<file path="config.mk">
export PLATFORM = sky130hd
export DESIGN_NAME = multi_tick_timer
export DESIGN_NICKNAME = d
export VERILOG_FILES = /design/src/rtl/timer_pkg.sv /design/src/rtl/timer_channel.sv /design/src/rtl/multi_tick_timer.sv
export SDC_FILE = /design/constraint.sdc
export NUM_CORES = 1
export LEC_CHECK = 0
export CORE_AREA = 5 5 177 179
export CTS_BUF_LIST = sky130_fd_sc_hd__clkbuf_4 sky130_fd_sc_hd__clkbuf_8 sky130_fd_sc_hd__clkbuf_16
export DETAILED_ROUTE_END_ITERATION = 8
export DIE_AREA = 0 0 182 184
export PLACE_DENSITY_LB_ADDON = 0.1
export SLEW_MARGIN = 10
export SYNTH_ARGS = -nofsm -noshare
export SYNTH_HDL_FRONTEND = slang
export SYNTH_SLANG_ARGS = --single-unit
</file>
<file path="constraint.sdc">
create_clock -name clk_i -period 7.15 [get_ports clk_i]
set_input_delay 1.0725 -clock clk_i [delete_from_list [all_inputs] [get_ports clk_i]]
set_output_delay 1.0725 -clock clk_i [all_outputs]
set_load 0.05 [all_outputs]
</file>
<file path="src/rtl/timer_pkg.sv">
// Shared types and defaults for the multi-channel tick timer.
package timer_pkg;

    typedef enum logic {
        IDLE = 1'b0,
        RUN  = 1'b1
    } timer_state_t;

    localparam int TIMER_WIDTH_DEFAULT = 26;

endpackage

</file>
<file path="src/rtl/timer_channel.sv">
// One programmable tick timer: latched period/mode, elapsed counter, sticky done.
// state | meaning:  IDLE | stopped, waiting for start;  RUN | counting enabled cycles toward P-1
module timer_channel
    import timer_pkg::*;
#(
    parameter int WIDTH = TIMER_WIDTH_DEFAULT
) (
    input  logic             clk_i,
    input  logic             reset_i,
    input  logic             enable_i,
    input  logic             start_i,
    input  logic             stop_i,
    input  logic [WIDTH-1:0] period_i,
    input  logic             oneshot_i,
    input  logic             clr_done_i,
    output logic             tick_o,
    output logic             busy_o,
    output logic             done_o,
    output logic [WIDTH-1:0] count_o
);

    localparam logic [WIDTH-1:0] ONE = WIDTH'(1);

    timer_state_t     state_q;
    logic [WIDTH-1:0] count_q;
    logic [WIDTH-1:0] period_q;
    logic             oneshot_q;
    logic             tick_q;
    logic             done_q;

    logic [WIDTH-1:0] count_d;
    logic             expire;

    assign count_d = count_q + ONE;
    assign expire  = (count_q == (period_q - ONE));

    // stop beats start; a set from one-shot expiry beats a coincident clr_done
    always_ff @(posedge clk_i or posedge reset_i) begin
        if (reset_i) begin
            state_q   <= IDLE;
            count_q   <= '0;
            period_q  <= '0;
            oneshot_q <= 1'b0;
            tick_q    <= 1'b0;
            done_q    <= 1'b0;
        end else begin
            tick_q <= 1'b0;
            if (clr_done_i) begin
                done_q <= 1'b0;
            end
            if (stop_i) begin
                state_q <= IDLE;
                count_q <= '0;
            end else if (start_i && (period_i != '0)) begin
                state_q   <= RUN;
                period_q  <= period_i;
                oneshot_q <= oneshot_i;
                count_q   <= '0;
                done_q    <= 1'b0;
            end else if ((state_q == RUN) && enable_i) begin
                if (expire) begin
                    tick_q  <= 1'b1;
                    count_q <= '0;
                    if (oneshot_q) begin
                        state_q <= IDLE;
                        done_q  <= 1'b1;
                    end
                end else begin
                    count_q <= count_d;
                end
            end
        end
    end

    assign tick_o  = tick_q;
    assign busy_o  = (state_q == RUN);
    assign done_o  = done_q;
    assign count_o = count_q;

endmodule

</file>
<file path="src/rtl/multi_tick_timer.sv">
// Bank of NUM_CH independent tick timers; wiring only.
module multi_tick_timer
    import timer_pkg::*;
#(
    parameter int NUM_CH = 4,
    parameter int WIDTH  = TIMER_WIDTH_DEFAULT
) (
    input  logic                          clk_i,
    input  logic                          reset_i,
    input  logic                          enable_i,
    input  logic [NUM_CH-1:0]             start_i,
    input  logic [NUM_CH-1:0]             stop_i,
    input  logic [NUM_CH-1:0][WIDTH-1:0]  period_i,
    input  logic [NUM_CH-1:0]             oneshot_i,
    input  logic [NUM_CH-1:0]             clr_done_i,
    output logic [NUM_CH-1:0]             tick_o,
    output logic [NUM_CH-1:0]             busy_o,
    output logic [NUM_CH-1:0]             done_o,
    output logic [NUM_CH-1:0][WIDTH-1:0]  count_o
);

    for (genvar g = 0; g < NUM_CH; g++) begin : g_ch
        timer_channel #(
            .WIDTH(WIDTH)
        ) u_ch (
            .clk_i      (clk_i),
            .reset_i    (reset_i),
            .enable_i   (enable_i),
            .start_i    (start_i[g]),
            .stop_i     (stop_i[g]),
            .period_i   (period_i[g]),
            .oneshot_i  (oneshot_i[g]),
            .clr_done_i (clr_done_i[g]),
            .tick_o     (tick_o[g]),
            .busy_o     (busy_o[g]),
            .done_o     (done_o[g]),
            .count_o    (count_o[g])
        );
    end

endmodule

</file>
==> impl_metrics.yaml <==
floorplanning:
  fp.coreArea_um2: 29400
  chipWidth_um: 182
  row_count: 63
  die_h_um: 184
  initial_utilization_pct: 48.3
  dieArea_um2: 33500
  io_pins: 239
drt:
  routed-via-count: 12300
  firstDrtPassIters: 5
  avgRoutedWirePerCell_um: 18.4
  viasPerCell: 5.78
  route.detailed.drc: 0
  wl_um: 39100
  drtIter0Drc: 755
  postRouteAntennaNets: 0
clocking:
  cts_buffers: 27
  clock_tree.root_cell: "clkbuf_16"
  clk_latency_ps: 530
  htree_levels: 1
  cts.path.max_buffers: 3
  clk_pin_slew_ps: 60
  cts_hold_buf: 0
  cts_tree: "yes"
  cts_resized: 0
  clkSinkCount: 224
  postCtsSetupRepairBufs: 0
hold_path:
  hold_path.class: "flop to flop"
  whs_endpoint: "g_ch[2].u_ch.busy_o"
  min_from: "g_ch[2].u_ch.oneshot_q"
  whs_path_depth: 1
yosys:
  synth_edf_count: 0
  synth.distinct_cells: 82
  synthesis.area_um2: 14200
  syn_nets: 1651
  synth_top_area_share_pct: 39.4
  async_reset_ff_share_pct: 100
  ys.flop_type: "dfrtp_1"
  ys_warn_count: 0
  synth_commonest_cells: "dfrtp_1 (224), nor2_1 (161), mux2_2 (110), xnor2_1 (110), nand2_1 (107)"
  yosysSeqAreaShare_pct: 39.4
  synthCells: 1520
  ys_seq_elements: 224
  synth_most_common_cell: "dfrtp_1"
  synth_top_cell_by_area: "dfrtp_1"
  postSynthAreaPerCell_um2: 9.35
  synthTopCellsByArea: "dfrtp_1 (39%), mux2_2 (8.7%), xnor2_1 (6.8%)"
setup_path:
  r2r_cells: 10
  reg2reg_from: "g_ch[3].u_ch.period_q[0]"
  cp_slowest_cell: "o31ai_4"
  r2r-end: "g_ch[3].u_ch.count_o[19]"
  worstPathMaxFanout: 24
  worstSetupPathType: "flop to flop"
  cpPeakStageDelay_ps: 910
  crit_path_start_kind: "flop"
  path_cells: "inv_1, ha_1, nor2b_1, nand2_1, xor2_1, or3_1, a2111oi_2, o2111ai_2, o31ai_4, nor2_1"
  crit_path_end_kind: "flop"
  r2r_slack_ps: 3220
  cp.arrival_ps: 4290
  crit_required_ps: 7510
place:
  dp_hpwl_um: 28900
  dp_slack_ps: 2940
  port_buffers: 238
  gp_congestion: 0.864
timing:
  rsz0062_at_grt: "false"
  max_freq_mhz: 254
  setup_tns_ps: 0
  slew_headroom_pct: 21.0
  worst_pin_slew_ps: 1190
  setup_viol: 0
  skew_ps: 8.18
  timing.final.ws_setup_ps: 3220
  fin_crit_sh_pct: 55.0
  hold_viol_final: 0
  period_minus_slack_ps: 3930
  maxSlewViolCount: 0
outcome:
  outcome: "finished, final reports clean"
power_and_ir_drop:
  ir_worst_vdd_v: 0.000173
  power_mw: 3.52
  power_density_nw_per_um2: 199
  p_leak_nw: 6.60
cells_and_area:
  areaGrowthSynthToFinish_pct: 24.5
  n_antenna_cell: 0
  fin_nets: 1852
  drive_gt1_share_pct: 11.7
grt:
  antenna_found_initial: 1
  grt_overflow_total: 0
  grt_pass1_vias: 11900
  grt_max_degree: 182
  grt_pass1_wl_um: 63200
  grt_use_total_pct: 22.6
job:
  timing.max_cap.violations: 0
-- registers in the layout (all words and copies together), names as in the netlist --
register and count:
g_ch.u_ch.oneshot_q 4, g_ch.u_ch.period_q 104, g_ch.u_ch.tick_o 4, g_ch.u_ch.busy_o 4
g_ch.u_ch.done_o 4, g_ch.u_ch.count_o 104
-- worst max-delay path by stage --
stage / slack (ps) / end / cells after the start / startpoint
after floorplan: 3150 / g_ch[0].u_ch.busy_o / 1 / reset_i
after global placement: 3020 / g_ch[1].u_ch.period_q[6] / 7 / period_i[45]
after detailed placement: 2940 / g_ch[1].u_ch.period_q[3] / 7 / period_i[45]
after CTS: 3230 / g_ch[3].u_ch.count_o[11] / 10 / g_ch[3].u_ch.period_q[0]
after global routing: 2930 / g_ch[1].u_ch.count_o[14] / 8 / g_ch[1].u_ch.period_q[2]
final: 3220 / g_ch[3].u_ch.count_o[19] / 10 / g_ch[3].u_ch.period_q[0]
-- stage by stage --
stage,instances,area (um^2),utilization [%],hold WS [ps]
4_1_cts,2130,17700,60.2,498
2_1_floorplan,1520,14200,-,442
5_1_grt,2130,17700,60.2,514
3_5_place_dp,2082,16800,57.1,492
3_3_place_gp,2082,16800,57.1,473
6_report,2130,17700,60.2,490
-- cell families after synthesis --
| logic type | count (synthesis) | synth area share (%) |
|---|---|---|
| flip-flops | 224 | 39.4 |
| AND/OR/NAND/NOR | 680 | 25.7 |
| buffers and inverters | 111 | 3.76 |
| XOR/XNOR | 189 | 11.6 |
| adder cells (fa/ha/maj) | 8 | 0.704 |
| multiplexers | 118 | 9.28 |
| AO/OA/AOI/OAI | 190 | 9.52 |
-- where the power goes --
group	total, mW	switching [mW]	internal (mW)
Clock	1.40	0.545	0.858
Sequential	1.52	0.151	1.36
Combinational	0.602	0.300	0.302
Total	3.52	0.996	2.52
-- cell type report --
| cell class | count | area, um^2 |
|---|---|---|
| inverters | 36 | 139 |
| well taps | 390 | 488 |
| clock buffers | 38 | 815 |
| repair buffers | 247 | 2460 |
| clock inverters | 10 | 100 |
| flip-flops and latches | 224 | 5610 |
| multi-input cells | 1185 | 8080 |
| fillers | 2576 | 11700 |
-- metal layers --
metal  wire, um  vias to the layer above  part of all wire, %  GRT usage [%]
met4        919                        2                  2.3           5.55
met2      18200                      331                   47           36.9
met5         11                        -                0.028              0
met1      17700                     5983                   45           31.3
met3       2310                       62                  5.9           4.17
li1           -                     5925                    -              -
-- worst max-delay path: cells and delay by family, from the launching register on --
family                   cells  cell delay (ps)
AO/OA/AOI/OAI                3             1630
XOR/XNOR                     1              210
adder cells (fa/ha/maj)      1              220
buffers and inverters        1               80
flip-flops                   1              420
AND/OR/NAND/NOR              4             1200
-- layout by cell type, fill, tap and decap left out, types with 15 or more instances in the layout --
cell type / synthesis / layout
nand3_1: 95 / 95
xnor2_1: 110 / 110
nand2_1: 107 / 107
xor2_1: 79 / 79
a21oi_1: 33 / 33
nor3_1: 41 / 41
and2_1: 15 / 15
or3_1: 19 / 19
clkdlybuf4s50_1: 0 / 238
nor2b_1: 19 / 19
and3_1: 25 / 25
nor4_1: 53 / 53
nand4_1: 38 / 38
clkbuf_16: 0 / 27
a31oi_1: 31 / 31
inv_1: 36 / 35
o21ai_0: 21 / 21
or4_1: 17 / 17
mux2_2: 110 / 110
dfrtp_1: 224 / 224
nor2_1: 161 / 161
No activity file was read; power rests on OpenSTA's default activity.
